## config.mk

```make
export PLATFORM = sky130hd
export DESIGN_NAME = spi_master_param
export DESIGN_NICKNAME = d
export VERILOG_FILES = /design/src/rtl/spi_pkg.sv /design/src/rtl/spi_sclk_gen.sv /design/src/rtl/spi_master_param.sv
export SDC_FILE = /design/constraint.sdc
export NUM_CORES = 1
export LEC_CHECK = 0
export BUFFER_PORTS_ARGS = -buffer_cell sky130_fd_sc_hd__buf_2
export CAP_MARGIN = 20
export CORE_ASPECT_RATIO = 1.75
export CORE_UTILIZATION = 60
export CTS_CLUSTER_SIZE = 30
export DETAILED_ROUTE_END_ITERATION = 7
export HOLD_SLACK_MARGIN = 0.06
export PLACE_DENSITY_LB_ADDON = 0.12
export SLEW_MARGIN = 10
export SYNTH_ARGS = -nofsm -noshare
export SYNTH_HDL_FRONTEND = slang
export SYNTH_SLANG_ARGS = --single-unit
```

## constraint.sdc

```tcl
create_clock -name clk -period 3.55 [get_ports clk]
set_input_delay 0.1775 -clock clk [delete_from_list [all_inputs] [get_ports clk]]
set_output_delay 0.1775 -clock clk [all_outputs]
set_load 0.02 [all_outputs]
```

## src/rtl/spi_pkg.sv

```systemverilog
// spi_pkg -- shared types and helpers for the parameterised SPI master.
//   spi_state_e : transfer FSM states (IDLE, LEAD, XFER, TRAIL, DONE)
//   SPI_MODE0-3 : {cpol,cpha} encodings as reported on the mode output
//   cs_width()  : width of the chip-select index for a given CS count
package spi_pkg;

    typedef enum logic [2:0] {
        IDLE,
        LEAD,
        XFER,
        TRAIL,
        DONE
    } spi_state_e;

    localparam logic [1:0] SPI_MODE0 = 2'b00;
    localparam logic [1:0] SPI_MODE1 = 2'b01;
    localparam logic [1:0] SPI_MODE2 = 2'b10;
    localparam logic [1:0] SPI_MODE3 = 2'b11;

    // A single chip select still gets a 1-bit index so the port never vanishes.
    function automatic int cs_width(input int n);
        return (n > 1) ? $clog2(n) : 1;
    endfunction

endpackage

```

## src/rtl/spi_sclk_gen.sv

```systemverilog
// spi_sclk_gen -- SCLK divider and edge counter for the SPI master.
//   clk, rst_n  : system clock, synchronous active-low reset
//   run         : high while the master is in XFER; low clears the counters
//   idle_lvl    : level sclk is parked at whenever run is low
//   sclk        : registered SPI clock
//   lead_edge   : strobe, this cycle's clock edge produces an odd (leading) SCLK edge
//   trail_edge  : strobe, this cycle's clock edge produces an even (trailing) SCLK edge
//   last_edge   : strobe, the edge being produced is edge 2*DATA_W
module spi_sclk_gen #(
    parameter int DATA_W  = 8,
    parameter int CLK_DIV = 2
) (
    input  logic clk,
    input  logic rst_n,
    input  logic run,
    input  logic idle_lvl,
    output logic sclk,
    output logic lead_edge,
    output logic trail_edge,
    output logic last_edge
);

    localparam int DIV_W  = (CLK_DIV > 1) ? $clog2(CLK_DIV) : 1;
    localparam int EDGE_W = $clog2(2 * DATA_W + 1);

    logic [DIV_W-1:0]  div_q,  div_d;
    logic [EDGE_W-1:0] edge_q, edge_d;
    logic              sclk_q, sclk_d;
    logic              tick;

    // An SCLK edge is produced on the last cycle of every CLK_DIV-cycle slot,
    // so the final edge lands exactly on the last XFER cycle and sclk is back
    // at its idle level when TRAIL begins.
    assign tick = run && (div_q == DIV_W'(CLK_DIV - 1));

    always_comb begin
        div_d  = div_q;
        edge_d = edge_q;
        sclk_d = sclk_q;
        if (!run) begin
            div_d  = '0;
            edge_d = '0;
            sclk_d = idle_lvl;
        end else if (tick) begin
            div_d  = '0;
            edge_d = edge_q + 1'b1;
            sclk_d = ~sclk_q;
        end else begin
            div_d = div_q + 1'b1;
        end
    end

    always_ff @(posedge clk) begin
        if (!rst_n) begin
            div_q  <= '0;
            edge_q <= '0;
            sclk_q <= 1'b0;
        end else begin
            div_q  <= div_d;
            edge_q <= edge_d;
            sclk_q <= sclk_d;
        end
    end

    // edge_q holds the count of edges already produced; the edge in flight is edge_q+1.
    assign lead_edge  = tick && !edge_q[0];
    assign trail_edge = tick &&  edge_q[0];
    assign last_edge  = tick && (edge_q == EDGE_W'(2 * DATA_W - 1));
    assign sclk       = sclk_q;

endmodule

```

## src/rtl/spi_master_param.sv

```systemverilog
// spi_master_param -- parameterised full-duplex SPI master, all four CPOL/CPHA modes.
//   clk, rst_n        : system clock, synchronous active-low reset
//   cpol, cpha        : SPI mode, latched at the tx handshake
//   tx_valid/tx_ready : request handshake; tx_ready is high only in IDLE
//   tx_data, cs_sel   : word to send and chip-select index, latched at handshake
//   rx_data, rx_valid : last received word and its one-cycle update pulse
//   busy, mode        : transfer in progress; {cpol,cpha} of current/last transfer
//   sclk, mosi, miso  : SPI serial pins (sclk/mosi registered)
//   cs_n              : active-low chip selects, registered
// Build option SPI_LSB_FIRST_EN adds input lsb_first (latched at handshake):
// transmit bit 0 first and fill rx from the MSB side so rx_data keeps natural order.
module spi_master_param
    import spi_pkg::*;
#(
    parameter int DATA_W  = 8,
    parameter int CLK_DIV = 2,
    parameter int NUM_CS  = 1,
    localparam int CS_W   = cs_width(NUM_CS)
) (
    input  logic              clk,
    input  logic              rst_n,
    input  logic              cpol,
    input  logic              cpha,
    input  logic              tx_valid,
    output logic              tx_ready,
    input  logic [DATA_W-1:0] tx_data,
    input  logic [CS_W-1:0]   cs_sel,
    output logic [DATA_W-1:0] rx_data,
    output logic              rx_valid,
    output logic              busy,
    output logic [1:0]        mode,
    output logic              sclk,
    output logic              mosi,
    input  logic              miso,
    output logic [NUM_CS-1:0] cs_n
`ifdef SPI_LSB_FIRST_EN
    ,
    input  logic              lsb_first
`endif
);

    localparam int DIV_W = (CLK_DIV > 1) ? $clog2(CLK_DIV) : 1;

    spi_state_e        state_q,    state_d;
    logic [DIV_W-1:0]  cnt_q,      cnt_d;
    logic [DATA_W-1:0] txsh_q,     txsh_d;
    logic [DATA_W-1:0] rxsh_q,     rxsh_d;
    logic [DATA_W-1:0] rx_data_q,  rx_data_d;
    logic              rx_valid_q, rx_valid_d;
    logic              mosi_q,     mosi_d;
    logic [NUM_CS-1:0] cs_n_q,     cs_n_d;
    logic [1:0]        mode_q,     mode_d;
    logic              hs_lsb;

`ifdef SPI_LSB_FIRST_EN
    logic lsb_q, lsb_d;
    assign hs_lsb = lsb_first;
`else
    logic lsb_q;
    assign lsb_q  = 1'b0;
    assign hs_lsb = 1'b0;
`endif

    logic run, idle_lvl, lead_edge, trail_edge, last_edge;
    logic sample, shift;

    function automatic logic out_bit(input logic [DATA_W-1:0] v, input logic lsb);
        return lsb ? v[0] : v[DATA_W-1];
    endfunction

    function automatic logic [DATA_W-1:0] shift_on(input logic [DATA_W-1:0] v, input logic lsb);
        return lsb ? (v >> 1) : (v << 1);
    endfunction

    assign run      = (state_q == XFER);
    // In IDLE sclk follows the live cpol so the line already sits at the new
    // idle level before the handshake; afterwards it follows the latched mode.
    assign idle_lvl = (state_q == IDLE) ? cpol : mode_q[1];

    spi_sclk_gen #(
        .DATA_W  (DATA_W),
        .CLK_DIV (CLK_DIV)
    ) u_sclk_gen (
        .clk        (clk),
        .rst_n      (rst_n),
        .run        (run),
        .idle_lvl   (idle_lvl),
        .sclk       (sclk),
        .lead_edge  (lead_edge),
        .trail_edge (trail_edge),
        .last_edge  (last_edge)
    );

    always_comb begin
        state_d    = state_q;
        cnt_d      = cnt_q;
        txsh_d     = txsh_q;
        rxsh_d     = rxsh_q;
        rx_data_d  = rx_data_q;
        rx_valid_d = 1'b0;
        mosi_d     = mosi_q;
        cs_n_d     = cs_n_q;
        mode_d     = mode_q;
`ifdef SPI_LSB_FIRST_EN
        lsb_d      = lsb_q;
`endif
        // CPHA=1 swaps the roles of leading and trailing edges. With CPHA=0 the
        // first bit is already on mosi, so the final trailing edge must not shift.
        sample = mode_q[0] ? trail_edge : lead_edge;
        shift  = mode_q[0] ? lead_edge  : (trail_edge && !last_edge);

        case (state_q)
            IDLE: begin
                if (tx_valid) begin
                    state_d = LEAD;
                    cnt_d   = '0;
                    mode_d  = {cpol, cpha};
                    rxsh_d  = '0;
`ifdef SPI_LSB_FIRST_EN
                    lsb_d   = lsb_first;
`endif
                    // Out-of-range cs_sel matches no line, leaving all deasserted.
                    for (int i = 0; i < NUM_CS; i++) begin
                        cs_n_d[i] = (cs_sel != CS_W'(i));
                    end
                    if (!cpha) begin
                        mosi_d = out_bit(tx_data, hs_lsb);
                        txsh_d = shift_on(tx_data, hs_lsb);
                    end else begin
                        txsh_d = tx_data;
                    end
                end
            end
            LEAD: begin
                if (cnt_q == DIV_W'(CLK_DIV - 1)) begin
                    state_d = XFER;
                    cnt_d   = '0;
                end else begin
                    cnt_d = cnt_q + 1'b1;
                end
            end
            XFER: begin
                if (sample) begin
                    rxsh_d = lsb_q ? {miso, rxsh_q[DATA_W-1:1]} : {rxsh_q[DATA_W-2:0], miso};
                end
                if (shift) begin
                    mosi_d = out_bit(txsh_q, lsb_q);
                    txsh_d = shift_on(txsh_q, lsb_q);
                end
                if (last_edge) begin
                    state_d = TRAIL;
                    cnt_d   = '0;
                end
            end
            TRAIL: begin
                if (cnt_q == DIV_W'(CLK_DIV - 1)) begin
                    state_d    = DONE;
                    cs_n_d     = '1;
                    rx_data_d  = rxsh_q;
                    rx_valid_d = 1'b1;
                    mosi_d     = 1'b0;
                end else begin
                    cnt_d = cnt_q + 1'b1;
                end
            end
            DONE:    state_d = IDLE;
            default: state_d = IDLE;
        endcase
    end

    always_ff @(posedge clk) begin
        if (!rst_n) begin
            state_q    <= IDLE;
            cnt_q      <= '0;
            txsh_q     <= '0;
            rxsh_q     <= '0;
            rx_data_q  <= '0;
            rx_valid_q <= 1'b0;
            mosi_q     <= 1'b0;
            cs_n_q     <= '1;
            mode_q     <= 2'b00;
`ifdef SPI_LSB_FIRST_EN
            lsb_q      <= 1'b0;
`endif
        end else begin
            state_q    <= state_d;
            cnt_q      <= cnt_d;
            txsh_q     <= txsh_d;
            rxsh_q     <= rxsh_d;
            rx_data_q  <= rx_data_d;
            rx_valid_q <= rx_valid_d;
            mosi_q     <= mosi_d;
            cs_n_q     <= cs_n_d;
            mode_q     <= mode_d;
`ifdef SPI_LSB_FIRST_EN
            lsb_q      <= lsb_d;
`endif
        end
    end

    assign tx_ready = (state_q == IDLE);
    assign busy     = (state_q != IDLE);
    assign rx_data  = rx_data_q;
    assign rx_valid = rx_valid_q;
    assign mosi     = mosi_q;
    assign cs_n     = cs_n_q;
    assign mode     = mode_q;

endmodule

```

==> results.sh <==
export IMPL_setup_ws_ns=1.54
export IMPL_reg2reg_setup_slack_ns=1.54
export IMPL_grt_remaining_overflow=0
export IMPL_drtAntennaViolNets=0
export IMPL_synth_flop_cell="dfxtp_1"
export IMPL_place_area_um2=2050
export IMPL_port_buffers=30
export IMPL_clkPwrFrac=0.338
export IMPL_critical_path_arrival_ns=2.23
export IMPL_path_clk_slew_ns=0.08
export IMPL_cts_resized=0
export IMPL_hold_violations=0
export IMPL_crit_slowest_cell="nor3b_4"
export IMPL_fin_nets=262
export IMPL_cp_max_fo=25
export IMPL_routed_wl_um=3630
export IMPL_ctsRootBufferMaster="clkbuf_8"
export IMPL_clock_latency_ns=0.29
export IMPL_route_detailed_wl_per_inst_um=12.6
export IMPL_numCtsBuffers=5
export IMPL_p_switching_uw=229
export IMPL_yosys_cell_types_count=39
export IMPL_status="finished clean"
export IMPL_cp_end_kind="flip-flop"
export IMPL_num_antenna_cells=0
export IMPL_sequentialPowerShare=0.546
export IMPL_gp_congestion=0.828
export IMPL_fmax_ghz=0.498
export IMPL_core_area_um2=2990
export IMPL_critical_path_class="flip-flop to flip-flop"
export IMPL_start_util=0.643
export IMPL_worstPathCellList="nor3b_4 -> and2_1 -> o21ai_0 -> mux2i_1"
export IMPL_grt_setup_unrepaired="no"
export IMPL_power_internal_uw=642
export IMPL_setup_viol=0
export IMPL_rows=26
export IMPL_worst_pin_slew_ns=0.935
export IMPL_cts_sinks=40
export IMPL_synthArstFlopShare=0
export IMPL_grt_usage=0.238
export IMPL_vdd_ir_drop_max_v=0.000385
export IMPL_cts_setup_buffers=0
export IMPL_seq_area_frac_synth=0.416
export IMPL_final_area_um2=2140
export IMPL_syn_inst=221
export IMPL_swShare=0.263
export IMPL_io_pins=31
export IMPL_final_layout_size_suffix_gt1_frac=0.179
export IMPL_synth_top_cell_area_share=0.416
export IMPL_required_ns=3.77
export IMPL_synth_area_um2=1930
export IMPL_grt_pass1_wl_um=6220
export IMPL_yosysTopAreaCell="dfxtp_1"
export IMPL_setup_tns_ns=0
export IMPL_synth_area_leaders="dfxtp_1 (42%), mux2i_1 (14%), nand2_1 (7.8%)"
export IMPL_critPathLaunchType="flip-flop"
export IMPL_postSynthAreaPerCell_um2=8.71
export IMPL_htreeDepth=2
export IMPL_dr_pass1_iters=4
export IMPL_power_uw=871
export IMPL_dp_slack_ns=1.54
export IMPL_combPwrFrac=0.116
export IMPL_die_h_um=76.9
export IMPL_die_x_um=44.8
export IMPL_synth_common_cells="dfxtp_1 (40), nand2_1 (40), mux2i_1 (26), nor2_1 (19)"
export IMPL_vias=1562
export IMPL_initialDrtViolationCount=15
export IMPL_hold_class="input pin to flip-flop"
export IMPL_fin_skew_ns=0.00915
export IMPL_clk_path_buf_depth=2
export IMPL_slew_headroom=0.376
export IMPL_max_stage_delay_ns=0.85
export IMPL_antenna_found_initial=0
export IMPL_yosysWarnings=0
export IMPL_detailed_place_hpwl_um=2540
export IMPL_p_leak_nw=0.893
export IMPL_ys_ff_latch=40
export IMPL_drc_errors=0
export IMPL_hold_buffers=0
export IMPL_areaGrowthSynthToFinish_pct=11.2
export IMPL_cap_violations=0
export IMPL_period_share=0.566
export IMPL_grt_max_degree=52
export IMPL_p_per_area_nw_per_um2=407
export IMPL_dieArea_um2=3450
export IMPL_slew_viol_final=0
export IMPL_syn_nets=238
export IMPL_fin_crit_ns=2.01
export IMPL_viasPerCell=5.42
export IMPL_first_global_vias=1537
export IMPL_synth_edff_count=0
export IMPL_cts_tree="built"
stage by stage:
stage	instances	hold WS (ns)	util
floorplan	221	0.322	-
finish	288	0.117	0.715
global placement	280	0.414	0.686
detailed placement	280	0.419	0.686
global route	288	0.115	0.715
CTS	288	0.112	0.715
kinds of logic after synthesis:
logic type,after synthesis,synth area share
AO/OA/AOI/OAI,32,0.115
buffers and inverters,17,0.0468
adder cells (fa/ha/maj),2,0.0130
flip-flops,40,0.416
multiplexers,27,0.141
XOR/XNOR,5,0.0227
AND/OR/NAND/NOR,98,0.246
cell usage in the layout (no fill, tap or decap), drive strengths merged, types with 9 or more instances in the layout:
cell / count
buf: 30
nand2: 41
a21boi: 11
dfxtp: 40
nand3: 10
nor2: 19
and2: 9
mux2i: 26
o21ai: 12
path summary, 6_finish.rpt:
path / startpoint / depth (start not counted) / to
hold reg to reg: rx_data[1] / 2 / rx_data[1]
setup / recovery: state_q[1] / 4 / txsh_q[6]
setup reg to reg: state_q[1] / 4 / txsh_q[6]
hold / removal: cs_sel / 3 / cs_n
power by group through the flow:
stage	Clock [mW]	Combinational (mW)	Sequential, mW
detailed placement	0	0.102	0.485
finish	0.294	0.101	0.476
global route	0.322	0.112	0.477
global placement	0	0.100	0.485
CTS	0.301	0.102	0.475
floorplan	0	0.0784	0.483
area by class of cell:
| type | count | area (um2) |
|---|---|---|
| fill | 270 | 852 |
| clock buffer | 5 | 68.8 |
| sequential | 40 | 801 |
| tap | 42 | 52.6 |
| inverter | 4 | 15.0 |
| multi-input combinational | 164 | 1030 |
| clock inverter | 3 | 18.8 |
| timing repair buffer | 30 | 150 |
worst max-delay path, delay by kind of cell, from the launching register on:
kind,cells,cell delay (ns)
AOI/OAI and AO/OA,1,0.09
DFF,1,0.58
muxes,1,0.17
and+or+nand+nor,2,1.09
flip-flops by register name, indices dropped and copies added (netlist names):
signal / cells
u_sclk_gen.edge_q: 5
rx_data: 8
cnt_q: 1
cs_n: 1
mode: 2
u_sclk_gen.div_q: 1
rxsh_q: 8
mosi: 1
rx_valid: 1
state_q: 3
txsh_q: 8
u_sclk_gen.sclk: 1
layer usage:
| metal | part of all wire | global-route usage | wire, um |
|---|---|---|---|
| met1 | 0.42 | 0.242 | 1510 |
| met2 | 0.53 | 0.426 | 1920 |
| met3 | 0.031 | 0.0565 | 114 |
| met4 | 0.023 | 0.115 | 83 |
| met5 | 0 | 0 | 0 |
No activity file was read; power rests on OpenSTA's default activity.
